$ cat src/rtl/m68k_irq_ctrl_if.sv
// 68000 bus and chip_select decode bundle for m68k_irq_ctrl.
// master = CPU/decoder side, slave = the interrupt controller.
interface m68k_irq_ctrl_if;
  logic        cpu_as_n;
  logic        cpu_rw;
  logic        cpu_lds_n;
  logic [2:0]  cpu_fc;
  logic [2:0]  cpu_a;
  logic [15:0] cpu_din;
  logic        vblank_cs;
  logic        int_en_cs;
  logic        frame_done_cs;
  logic        reset_z80_cs;
  logic [2:0]  cpu_ipl_n;
  logic        cpu_vpa_n;
  logic [15:0] vblank_dout;

  modport master (
    output cpu_as_n, cpu_rw, cpu_lds_n, cpu_fc, cpu_a, cpu_din,
           vblank_cs, int_en_cs, frame_done_cs, reset_z80_cs,
    input  cpu_ipl_n, cpu_vpa_n, vblank_dout
  );

  modport slave (
    input  cpu_as_n, cpu_rw, cpu_lds_n, cpu_fc, cpu_a, cpu_din,
           vblank_cs, int_en_cs, frame_done_cs, reset_z80_cs,
    output cpu_ipl_n, cpu_vpa_n, vblank_dout
  );
endinterface

$ cat src/rtl/m68k_irq_ctrl.sv
// Toaplan1 68000 vblank IRQ / autovector, vblank status, sprite copy strobe and Z80 reset stretcher.
// Optional SPRITE_COPY_AUTO_EN: vblank-driven sprite copy when no frame_done write was seen that frame.

module m68k_irq_ctrl_wr_edge (
  input  logic clk_sys,
  input  logic reset,
  input  logic wr,
  output logic rise
);
  logic wr_r;

  always_ff @(posedge clk_sys or posedge reset) begin
    if (reset) wr_r <= 1'b0;
    else       wr_r <= wr;
  end

  assign rise = wr & ~wr_r;
endmodule

module m68k_irq_ctrl #(
  parameter int Z80_RST_CYCLES = 16,
  parameter int IRQ_LEVEL      = 4
) (
  input  logic            clk_sys,
  input  logic            reset,
  input  logic            vblank,
  m68k_irq_ctrl_if.slave  bus,
  output logic            sprite_copy,
  output logic            z80_reset
);
  localparam int NUM_WR = 3;
  localparam int WR_INT = 0;
  localparam int WR_FD  = 1;
  localparam int WR_Z80 = 2;

  localparam logic [2:0] LVL      = 3'(IRQ_LEVEL);
  localparam logic [7:0] RST_LOAD = 8'(Z80_RST_CYCLES);

  logic [NUM_WR-1:0] cs_vec, wr, wr_rise;
  logic              wr_strobe;
  logic              vblank_r, vb_rise;
  logic              int_en, irq_pending, pending_nxt;
  logic              iack;
  logic [2:0]        ipl_q;
  logic              copy_req;
  logic [7:0]        z80_cnt;
  logic [7:0]        unused_din;

  assign unused_din = bus.cpu_din[15:8];

  assign wr_strobe = ~bus.cpu_rw & ~bus.cpu_lds_n;
  assign cs_vec    = {bus.reset_z80_cs, bus.frame_done_cs, bus.int_en_cs};
  assign wr        = cs_vec & {NUM_WR{wr_strobe}};

  // One edge detector per writable decode so a held bus cycle acts once.
  for (genvar g = 0; g < NUM_WR; g++) begin : g_wr
    m68k_irq_ctrl_wr_edge u_edge (
      .clk_sys (clk_sys),
      .reset   (reset),
      .wr      (wr[g]),
      .rise    (wr_rise[g])
    );
  end

  always_ff @(posedge clk_sys or posedge reset) begin
    if (reset) vblank_r <= 1'b0;
    else       vblank_r <= vblank;
  end

  assign vb_rise = vblank & ~vblank_r;
  assign iack    = (bus.cpu_fc == 3'b111) & ~bus.cpu_as_n & (bus.cpu_a == LVL);

  always_ff @(posedge clk_sys or posedge reset) begin
    if (reset)               int_en <= 1'b0;
    else if (wr_rise[WR_INT]) int_en <= bus.cpu_din[0];
  end

  // Set beats clear, so a vblank edge landing on an IACK is not lost.
  always_comb begin
    pending_nxt = irq_pending;
    if (iack | (wr_rise[WR_INT] & ~bus.cpu_din[0])) pending_nxt = 1'b0;
    if (vb_rise & int_en)                          pending_nxt = 1'b1;
  end

  always_ff @(posedge clk_sys or posedge reset) begin
    if (reset) begin
      irq_pending <= 1'b0;
      ipl_q       <= 3'b111;
    end else begin
      irq_pending <= pending_nxt;
      ipl_q       <= pending_nxt ? ~LVL : 3'b111;
    end
  end

  assign bus.cpu_ipl_n   = ipl_q;
  assign bus.cpu_vpa_n   = ~(iack & ~reset);
  assign bus.vblank_dout = bus.vblank_cs ? {15'b0, vblank_r} : 16'h0000;

`ifdef SPRITE_COPY_AUTO_EN
  logic seen_fd;

  always_ff @(posedge clk_sys or posedge reset) begin
    if (reset)                seen_fd <= 1'b0;
    else if (wr_rise[WR_FD])  seen_fd <= 1'b1;
    else if (vb_rise)         seen_fd <= 1'b0;
  end

  assign copy_req = wr_rise[WR_FD] | (vb_rise & ~seen_fd);
`else
  assign copy_req = wr_rise[WR_FD];
`endif

  always_ff @(posedge clk_sys or posedge reset) begin
    if (reset) sprite_copy <= 1'b0;
    else       sprite_copy <= copy_req;
  end

  // Counter comes out of reset loaded, giving the power-on Z80 reset pulse.
  always_ff @(posedge clk_sys or posedge reset) begin
    if (reset)
      z80_cnt <= RST_LOAD;
    else if (wr_rise[WR_Z80] && bus.cpu_din[7:0] == 8'h00)
      z80_cnt <= RST_LOAD;
    else if (z80_cnt != 8'h00)
      z80_cnt <= z80_cnt - 8'h01;
  end

  assign z80_reset = (z80_cnt != 8'h00);
endmodule

$ cat src/flat_wrapper.sv
// flat-port wrapper written by rule: the top's interface ports become plain ports
module m68k_irq_ctrl_flat 
#(
  parameter int Z80_RST_CYCLES = 16,
  parameter int IRQ_LEVEL      = 4
)
  (clk_sys, reset, vblank, sprite_copy, z80_reset, bus_cpu_as_n, bus_cpu_rw, bus_cpu_lds_n, bus_cpu_fc, bus_cpu_a, bus_cpu_din, bus_vblank_cs, bus_int_en_cs, bus_frame_done_cs, bus_reset_z80_cs, bus_cpu_ipl_n, bus_cpu_vpa_n, bus_vblank_dout);
  m68k_irq_ctrl_if bus_i ();
  input  logic clk_sys;
  input  logic reset;
  input  logic vblank;
  output logic sprite_copy;
  output logic z80_reset;
  input wire logic [$bits(bus_i.cpu_as_n)-1:0] bus_cpu_as_n;
  input wire logic [$bits(bus_i.cpu_rw)-1:0] bus_cpu_rw;
  input wire logic [$bits(bus_i.cpu_lds_n)-1:0] bus_cpu_lds_n;
  input wire logic [$bits(bus_i.cpu_fc)-1:0] bus_cpu_fc;
  input wire logic [$bits(bus_i.cpu_a)-1:0] bus_cpu_a;
  input wire logic [$bits(bus_i.cpu_din)-1:0] bus_cpu_din;
  input wire logic [$bits(bus_i.vblank_cs)-1:0] bus_vblank_cs;
  input wire logic [$bits(bus_i.int_en_cs)-1:0] bus_int_en_cs;
  input wire logic [$bits(bus_i.frame_done_cs)-1:0] bus_frame_done_cs;
  input wire logic [$bits(bus_i.reset_z80_cs)-1:0] bus_reset_z80_cs;
  output wire logic [$bits(bus_i.cpu_ipl_n)-1:0] bus_cpu_ipl_n;
  output wire logic [$bits(bus_i.cpu_vpa_n)-1:0] bus_cpu_vpa_n;
  output wire logic [$bits(bus_i.vblank_dout)-1:0] bus_vblank_dout;
  assign bus_i.cpu_as_n = bus_cpu_as_n;
  assign bus_i.cpu_rw = bus_cpu_rw;
  assign bus_i.cpu_lds_n = bus_cpu_lds_n;
  assign bus_i.cpu_fc = bus_cpu_fc;
  assign bus_i.cpu_a = bus_cpu_a;
  assign bus_i.cpu_din = bus_cpu_din;
  assign bus_i.vblank_cs = bus_vblank_cs;
  assign bus_i.int_en_cs = bus_int_en_cs;
  assign bus_i.frame_done_cs = bus_frame_done_cs;
  assign bus_i.reset_z80_cs = bus_reset_z80_cs;
  assign bus_cpu_ipl_n = bus_i.cpu_ipl_n;
  assign bus_cpu_vpa_n = bus_i.cpu_vpa_n;
  assign bus_vblank_dout = bus_i.vblank_dout;
  m68k_irq_ctrl #(.Z80_RST_CYCLES(Z80_RST_CYCLES), .IRQ_LEVEL(IRQ_LEVEL)) u_core (.clk_sys(clk_sys), .reset(reset), .vblank(vblank), .bus(bus_i), .sprite_copy(sprite_copy), .z80_reset(z80_reset));
endmodule
$ cat config.mk
export PLATFORM = sky130hd
export DESIGN_NAME = m68k_irq_ctrl_flat
export DESIGN_NICKNAME = d
export VERILOG_FILES = /design/src/rtl/m68k_irq_ctrl_if.sv /design/src/rtl/m68k_irq_ctrl.sv /design/src/flat_wrapper.sv
export SDC_FILE = /design/constraint.sdc
export NUM_CORES = 1
export LEC_CHECK = 0
export CELL_PAD_IN_SITES_DETAIL_PLACEMENT = 0
export CELL_PAD_IN_SITES_GLOBAL_PLACEMENT = 1
export CORE_MARGIN = 10
export CORE_UTILIZATION = 29
export DETAILED_ROUTE_END_ITERATION = 10
export HOLD_SLACK_MARGIN = 0.08
export PLACE_DENSITY_LB_ADDON = 0.1
export SYNTH_ARGS = -nofsm -noshare
export SYNTH_HDL_FRONTEND = slang
export SYNTH_HIERARCHICAL = 1
export SYNTH_SLANG_ARGS = --single-unit
$ cat constraint.sdc
create_clock -name clk_sys -period 3.2 [get_ports clk_sys]
set_input_delay 0.48 -clock clk_sys [delete_from_list [all_inputs] [get_ports clk_sys]]
set_output_delay 0.48 -clock clk_sys [all_outputs]
set_load 0.01 [all_outputs]
==> results.toml, run 1 <==
[route]
drtIter0Drc = 38
via_per_inst = 4.312
num_vias = 733
dr.pass1.iters = 2
wire_per_inst_um = 12.59
totalWireLength_um = 2140
ant_nets = 0
drc_errors = 0

[floorplanning]
die_area_um2 = 6039
dieHeight_um = 77.71
rows = 20
start_util_pct = 30.88
core_area_um2 = 3128
die_w_um = 77.71
io_pins = 54

[cts]
cts_root_buf = "clkbuf_4"
cts_max_level = 1
cts.repair.resized = 0
clockBufferDepth = 2
cts_tree = "built"
cts_hold_buffers = 0
numCtsBuffers = 3
cts.sinks = 16
cts_setup_buffers = 0
cts.clk_slew.worst_paths_ps = 90
clk_latency_ps = 280

[logic_synthesis]
synth.area.mux_share_pct = 1.166
synthCells = 97
ys_ff_latch = 16
synth-edff-count = 0
synthTopCellsByCount = "buf_4, dfrtp_1, inv_1, a21oi_1, o21ai_0"
synth_top_family_by_area = "simple AND/OR/NAND/NOR gates"
synth_area_um2 = 965.9
async_reset_ff_share_pct = 100.0
synth-compound-area-share_pct = 12.31
yosysMostFrequentCell = "buf_4"
synth_simple_gate_area_share_pct = 24.74
synth.top_cell.area_share_pct = 36.27
ys.flop_type = "dfrtp_1"
syn_avg_cell_area_um2 = 9.958
synth_xor_area_share_pct = 0
ys_seq_area_share_pct = 41.71
synth_cell_types = 36
yosys_warnings = 6
yosysTopAreaCell = "dfrtp_1"
ys_top_cells_by_area = "dfrtp_1, buf_4, dfstp_2"
synthAdderAreaFrac_pct = 2.591

[sta]
setup-tns-final_ps = 0
layout_setup_ws_ps = 658.5
period_minus_slack_ps = 2541
hold_viol = 0
fin_worst_skew_ps = 8.728
rsz0062_at_grt = "no"
timing.fmax_ghz = 0.3935
fin_crit_sh_pct = 79.42
slew_violations = 0
finalSetupViolCount = 0

[cells_and_area]
instances_no_fill = 170
nets = 162
drive_above_1_share_pct = 12.70
final_cell_area_um2 = 1256
diodes = 0
fillers = 342
area_delta_synth_final_pct = 30.05

[setup_path]
worstReg2RegEnd = "u_core/z80_cnt[6]$_DFFE_PP0P_"
cp-start-kind = "flop"
arrival_ps = 2060
r2r_start = "u_core/z80_cnt[0]$_DFFE_PP0P_"
timing.reg2reg.setup_slack_ps = 1460
end_kind = "output port"
worstPathMaxFanout = 5
reg2reg_depth = 5
path_class = "flop to output port"
critPathRequiredTime_ps = 2720

[job]
maxCapViolCount = 0

[power]
seq_power_share_pct = 50.6
p_sw_share_pct = 33.53
p_int_uw = 433.4
power_leakage_nw = 0.5330
combPwrFrac_pct = 33.8
clock_power_share_pct = 15.6
switchingPower_uw = 218.7
ir_worst_vdd_v = 0.0001600
p_per_area_nw_per_um2 = 519.1

[placed_design]
placed_area_um2 = 1234
dp_hpwl_um = 1804
dp_slack_ps = 746.0
place_inst = 167
place_congestion = 0.7563
io_buffers = 28

[worst_hold_path]
hold_path_class = "input port to asynchronous set/reset pin"

[global_route]
grt_pass1_vias = 845
grt_antenna_before_repair = 0
grt_pass1_wl_um = 3650
gr-usage-all-layers_pct = 7.338
grt_max_degree = 14
gr-total-overflow = 0

[status]
run_status = "completed"
cell usage in the layout (no fill, tap or decap), types with 2 or more instances in the layout:
cell type | Yosys | routed
a211oi_1 | 2 | 2
a21oi_1 | 6 | 6
and2_1 | 4 | 4
clkbuf_4 | 0 | 3
clkdlybuf4s50_1 | 0 | 28
conb_1 | 2 | 17
dfrtp_1 | 14 | 14
dfstp_2 | 2 | 2
ha_1 | 2 | 2
inv_1 | 8 | 8
nand2_1 | 2 | 2
nor2b_4 | 3 | 3
nor3_1 | 5 | 5
o21ai_0 | 6 | 6
or4_1 | 2 | 2
power by group through the flow:
stage / sequential (mW) / clock (mW) / combinational, mW
after floorplan: 0.319 / 0 / 0.170
after global placement: 0.330 / 0 / 0.221
after detailed placement: 0.331 / 0 / 0.223
after CTS: 0.328 / 0.109 / 0.223
after global routing: 0.343 / 0.117 / 0.251
final: 0.330 / 0.102 / 0.221
cells by family (layout without fill, tap and decap cells):
group | Yosys count | count (layout)
DFF | 16 | 16
muxes | 1 | 1
other | 2 | 17
adders and majority gates | 2 | 2
AOI/OAI and AO/OA | 19 | 19
buffers and inverters | 26 | 40
and+or+nand+nor | 31 | 31
worst max-delay path by stage:
stage | end | depth (start not counted) | start | slack [ps]
after floorplan | u_core/z80_cnt[6]$_DFFE_PP0P_ | 5 | u_core/z80_cnt[0]$_DFFE_PP0P_ | 1600
after global placement | bus_cpu_vpa_n | 5 | bus_cpu_as_n | 730
after detailed placement | bus_cpu_vpa_n | 5 | bus_cpu_as_n | 750
after CTS | z80_reset | 5 | u_core/z80_cnt[0]$_DFFE_PP0P_ | 630
after global routing | z80_reset | 5 | u_core/z80_cnt[0]$_DFFE_PP0P_ | 490
final | z80_reset | 5 | u_core/z80_cnt[0]$_DFFE_PP0P_ | 660
layer usage:
layer	GRT usage (%)	wire length, um
met3	5.300	274
met2	11.86	982
met1	6.954	865
met5	0	0
met4	3.285	18
critical path, stage by stage, from the launching register on:
cell and delay [ps]:
dfrtp_1 420, inv_1 130, ha_1 180, nor4b_2 420, nand2_1 130, clkdlybuf4s50_1 510
through the flow:
step | hold WS [ps] | power [mW] | util [%]
finish | 414.7 | 0.6521 | 40.16
global route | 425.9 | 0.7107 | 40.16
CTS | 409.5 | 0.6605 | 40.16
detailed placement | 438.5 | 0.5542 | 39.44
global placement | 431.0 | 0.5511 | 39.44
floorplan | 208.7 | 0.4885 | -
area by class of cell:
class	count	area, um2	area share (%)
clock buffer	3	22.52	1.793
inverter	8	30.03	2.390
multi-input combinational	70	457.9	36.45
sequential	16	402.9	32.07
tap	44	55.05	4.382
timing repair buffer	29	287.8	22.91
registers in the layout (all words and copies together), names as in the netlist:
signal,flops
u_core/sprite_copy,1
u_core/z80_cnt,8
u_core/bus.cpu_ipl_n,1
u_core/vblank_r,1
u_core/irq_pending,1
u_core/int_en,1
u_core/g_wr.u_edge/wr_r,3
(Power assumes the default switching activity.)
==> inputs of run 2 (changes only) <==
--- a/config.mk
+++ b/config.mk
@@ -8,7 +8,7 @@
 export CELL_PAD_IN_SITES_DETAIL_PLACEMENT = 0
 export CELL_PAD_IN_SITES_GLOBAL_PLACEMENT = 1
 export CORE_MARGIN = 10
-export CORE_UTILIZATION = 29
+export CORE_UTILIZATION = 24
 export DETAILED_ROUTE_END_ITERATION = 10
 export HOLD_SLACK_MARGIN = 0.08
 export PLACE_DENSITY_LB_ADDON = 0.1
==> constraint.sdc (replaced) <==
create_clock -name clk_sys -period 2.3 [get_ports clk_sys]
set_input_delay 0.345 -clock clk_sys [delete_from_list [all_inputs] [get_ports clk_sys]]
set_output_delay 0.345 -clock clk_sys [all_outputs]
set_load 0.01 [all_outputs]
==> results.toml, run 2 (same netlist as run 1, synthesis figures left out) <==
[floorplanning]
start_util_pct = 24.50
dieHeight_um = 83.44
rows = 23
die_w_um = 83.44
die_area_um2 = 6962
io_pins = 54
core_area_um2 = 3943

[setup_path]
path_class = "input port to output port"
end_kind = "output port"
arrival_ps = 1830
cp-start-kind = "input port"
critPathRequiredTime_ps = 1960
worstPathMaxFanout = 3

[cells_and_area]
largest_reg_flops = 8
max_flop_register = "u_core/z80_cnt"
nets = 164
diodes = 0
area_delta_synth_final_pct = 35.88
drive_above_1_share_pct = 14.84
fillers = 402
layout_common_cells = "clkdlybuf4s50_1, conb_1, dfrtp_1"
layout_commonest_cell = "clkdlybuf4s50_1"
instances_no_fill = 178
reg.largest.list = "u_core/z80_cnt x8, u_core/g_wr.u_edge/wr_r x3"

[power]
ir_worst_vdd_v = 0.0002090
p_per_area_nw_per_um2 = 760.7
power_leakage_nw = 0.5573

[sta]
layout_setup_ws_ps = 129.1
timing.fmax_ghz = 0.4606
fin_crit_sh_pct = 94.39
period_minus_slack_ps = 2171
hold_viol = 0
fin_worst_skew_ps = 2.041
slew_violations = 0
finalSetupViolCount = 0
setup-tns-final_ps = 0
rsz0062_at_grt = "no"

[route]
wire_per_inst_um = 12.63
dr.pass1.iters = 2
ant_nets = 0
totalWireLength_um = 2249
num_vias = 737
drtIter0Drc = 18
drc_errors = 0
via_per_inst = 4.140

[cts]
cts.sinks = 16
clockBufferDepth = 2
cts_setup_buffers = 0
clk_latency_ps = 240
cts_root_buf = "clkbuf_8"
cts_max_level = 1
numCtsBuffers = 3
cts.clk_slew.worst_paths_ps = 60
cts_tree = "built"

[placed_design]
place_inst = 175
dp_hpwl_um = 1906
io_buffers = 28
dp_slack_ps = 91.21
place_congestion = 0.7822

[worst_hold_path]
hold_path_class = "input port to asynchronous set/reset pin"

[status]
run_status = "completed"

[global_route]
grt_pass1_wl_um = 3981
grt_antenna_before_repair = 0
gr-usage-all-layers_pct = 6.769
grt_max_degree = 14
grt_pass1_vias = 868
gr-total-overflow = 0

[job]
maxCapViolCount = 0
run 2: cell type report:
cell class | instances | area, um2 | area share, %
Clock buffer | 3 | 41.29 | 3.146
Inverter | 8 | 30.03 | 2.288
Multi-Input combinational cell | 70 | 473.0 | 36.03
Sequential cell | 16 | 402.9 | 30.70
Tap cell | 50 | 62.56 | 4.766
Timing Repair Buffer | 31 | 302.8 | 23.07
run 2: worst paths after layout:
check / from / end / cells past startpoint / slack [ps]
worst max-delay path: bus_cpu_as_n / bus_cpu_vpa_n / 5 / 130
worst min-delay path: reset / u_core/g_wr[2].u_edge/wr_r$_DFF_PP0_ / 2 / 330
worst max register to register: u_core/z80_cnt[0]$_DFFE_PP0P_ / u_core/z80_cnt[6]$_DFFE_PP0P_ / 5 / 560
worst min register to register: u_core/g_wr[1].u_edge/wr_r$_DFF_PP0_ / u_core/sprite_copy$_DFF_PP0_ / 1 / 450
max in group asynchronous: reset / u_core/bus.cpu_ipl_n[2]$_DFF_PP1_ / 3 / 1520
min in group clk_sys: u_core/g_wr[1].u_edge/wr_r$_DFF_PP0_ / u_core/sprite_copy$_DFF_PP0_ / 1 / 450
run 2: worst max-delay path: stages:
cell             delay (ps)
clkdlybuf4s50_1         410
nor4b_2                 250
and4_1                  260
nand2_1                  60
clkdlybuf4s50_1         490
run 2: timing repair:
| action | CTS | global route |
|---|---|---|
| hold buffers | 0 | 0 |
| endpoints found under the setup margin | 0 | 2 |
| gates resized for setup | 0 | 2 |
run 2: through the flow:
step,total power [mW],instance area (um2),utilization (%),hold WS [ps]
finish,0.9984,1313,33.29,327.4
detailed placement,0.7897,1256,31.86,439.3
CTS,1.005,1297,32.91,325.9
global route,1.093,1313,33.29,366.1
global placement,0.7888,1256,31.86,432.0
floorplan,0.6797,1022,-,73.71
run 2: report_power, final:
| group | internal (mW) | switching [mW] | total, mW |
|---|---|---|---|
| sequential | 0.372 | 0.0908 | 0.463 |
| combinational | 0.188 | 0.143 | 0.331 |
| clock | 0.116 | 0.0889 | 0.205 |
run 2: per-layer routing:
| metal | track usage (%) | part of all wire (%) |
|---|---|---|
| met2 | 10.88 | 48 |
| met5 | 0 | 0 |
| met4 | 2.283 | 0.58 |
| met1 | 6.831 | 39 |
| met3 | 4.688 | 13 |
==> inputs of run 3 (changes only) <==
--- a/config.mk
+++ b/config.mk
@@ -5,10 +5,10 @@
 export SDC_FILE = /design/constraint.sdc
 export NUM_CORES = 1
 export LEC_CHECK = 0
-export CELL_PAD_IN_SITES_DETAIL_PLACEMENT = 0
+export CELL_PAD_IN_SITES_DETAIL_PLACEMENT = 1
 export CELL_PAD_IN_SITES_GLOBAL_PLACEMENT = 1
 export CORE_MARGIN = 10
-export CORE_UTILIZATION = 24
+export CORE_UTILIZATION = 27
 export DETAILED_ROUTE_END_ITERATION = 10
 export HOLD_SLACK_MARGIN = 0.08
 export PLACE_DENSITY_LB_ADDON = 0.1
==> constraint.sdc (replaced) <==
create_clock -name clk_sys -period 2.1 [get_ports clk_sys]
set_input_delay 0.315 -clock clk_sys [delete_from_list [all_inputs] [get_ports clk_sys]]
set_output_delay 0.315 -clock clk_sys [all_outputs]
set_load 0.01 [all_outputs]
==> results.toml, run 3 (same netlist as run 1, synthesis figures left out) <==
[route]
wire_per_inst_um = 13.15
drc_errors = 0
via_per_inst = 4.331
drtIter0Drc = 24
totalWireLength_um = 2301
num_vias = 758
dr.pass1.iters = 2
ant_nets = 0

[cts]
cts.clk_slew.worst_paths_ps = 90
cts_root_buf = "clkbuf_4"
numCtsBuffers = 3
cts_max_level = 1
cts_tree = "built"
clk_latency_ps = 270
clockBufferDepth = 2
cts_hold_buffers = 0
cts_setup_buffers = 0
cts.sinks = 16

[sta]
slew_violations = 0
fin_worst_skew_ps = 5.340
setup-tns-final_ps = 0
finalSetupViolCount = 0
period_minus_slack_ps = 1970
rsz0062_at_grt = "no"
timing.fmax_ghz = 0.5077
layout_setup_ws_ps = 130.4
hold_viol = 0
fin_crit_sh_pct = 93.79

[floorplanning]
die_w_um = 79.81
dieHeight_um = 79.81
rows = 21
die_area_um2 = 6370
start_util_pct = 28.50
core_area_um2 = 3390
io_pins = 54

[cells_and_area]
max_flop_register = "u_core/z80_cnt"
reg.largest.list = "u_core/z80_cnt x8, u_core/g_wr.u_edge/wr_r x3"
layout_commonest_cell = "clkdlybuf4s50_1"
layout_common_cells = "clkdlybuf4s50_1, conb_1, dfrtp_1"
drive_above_1_share_pct = 14.73
nets = 165
area_delta_synth_final_pct = 33.29
diodes = 0
largest_reg_flops = 8

[placed_design]
dp_slack_ps = -6.926
io_buffers = 28
dp_hpwl_um = 2003
place_congestion = 0.7952

[global_route]
grt_max_degree = 14
gr-usage-all-layers_pct = 7.289
grt_pass1_vias = 880
grt_pass1_wl_um = 3781
grt_antenna_before_repair = 0
gr-total-overflow = 0

[status]
run_status = "completed"

[power]
ir_worst_vdd_v = 0.0002228
power_leakage_nw = 0.5493
p_per_area_nw_per_um2 = 799.3
finalPower_mw = 1.029

[setup_path]
arrival_ps = 1650
end_kind = "output port"
timing.reg2reg.setup_slack_ps = 330
critPathRequiredTime_ps = 1780
reg2reg_depth = 5
worstPathMaxFanout = 4
cp-start-kind = "flop"
path_class = "flop to output port"

[job]
maxCapViolCount = 0

[worst_hold_path]
hold_path_class = "input port to asynchronous set/reset pin"
-- run 3: cell types whose count changed in the layout (fill, tap and decap cells not counted) --
cell and change:
clkbuf_4 +3, clkbuf_8 -3, clkdlybuf4s50_1 -2, dlygate4sd2_1 +2
buf_4 +1, nor4b_1 +1, nor4b_2 -1
-- run 3: repair_timing --
action                                 CTS  global route
resized for setup                        2             1
endpoints found under the hold margin    0             0
setup endpoints to repair                2             1
-- run 3: path summary, 6_finish.rpt --
| kind | start | end |
|---|---|---|
| setup / recovery | u_core/z80_cnt[0]$_DFFE_PP0P_ | z80_reset |
| hold / removal | reset | u_core/g_wr[2].u_edge/wr_r$_DFF_PP0_ |
| setup reg to reg | u_core/z80_cnt[0]$_DFFE_PP0P_ | u_core/z80_cnt[6]$_DFFE_PP0P_ |
| hold reg to reg | u_core/g_wr[1].u_edge/wr_r$_DFF_PP0_ | u_core/sprite_copy$_DFF_PP0_ |
| max in group asynchronous | reset | u_core/bus.cpu_ipl_n[2]$_DFF_PP1_ |
| min in group clk_sys | u_core/g_wr[1].u_edge/wr_r$_DFF_PP0_ | u_core/sprite_copy$_DFF_PP0_ |
-- run 3: power by group --
group | switching, mW | total (mW) | internal (mW)
registers | 0.103 | 0.510 | 0.406
logic | 0.161 | 0.368 | 0.206
clock network | 0.0850 | 0.151 | 0.0664
-- run 3: layout make-up --
cell class              count  area [um2]
inverters                   8       30.03
multi-input cells          70       466.7
repair buffers             32       307.8
fillers                   411        2102
clock buffers               3       22.52
well taps                  46       57.56
flip-flops and latches     16       402.9
-- run 3: metrics by stage --
stage / util [%] / hold WS [ps] / area [um2] / std cells
after floorplan: - / 43.71 / 1022 / 112
after global placement: 37.14 / 431.4 / 1259 / 172
after detailed placement: 37.14 / 439.6 / 1259 / 172
after CTS: 37.73 / 243.4 / 1279 / 175
after global routing: 37.98 / 270.5 / 1287 / 175
final: 37.98 / 257.7 / 1287 / 175
-- run 3: critical path, stage by stage (launching register included) --
cell and delay [ps]:
dfrtp_1 410, inv_1 130, ha_1 200, nor4b_4 220
nand2_1 110, dlygate4sd2_1 310
-- run 3: routing by layer --
metal,global-route usage (%),wire [um]
met4,2.641,14
met3,4.505,248
met1,6.899,932
met2,12.62,1105
met5,0,0
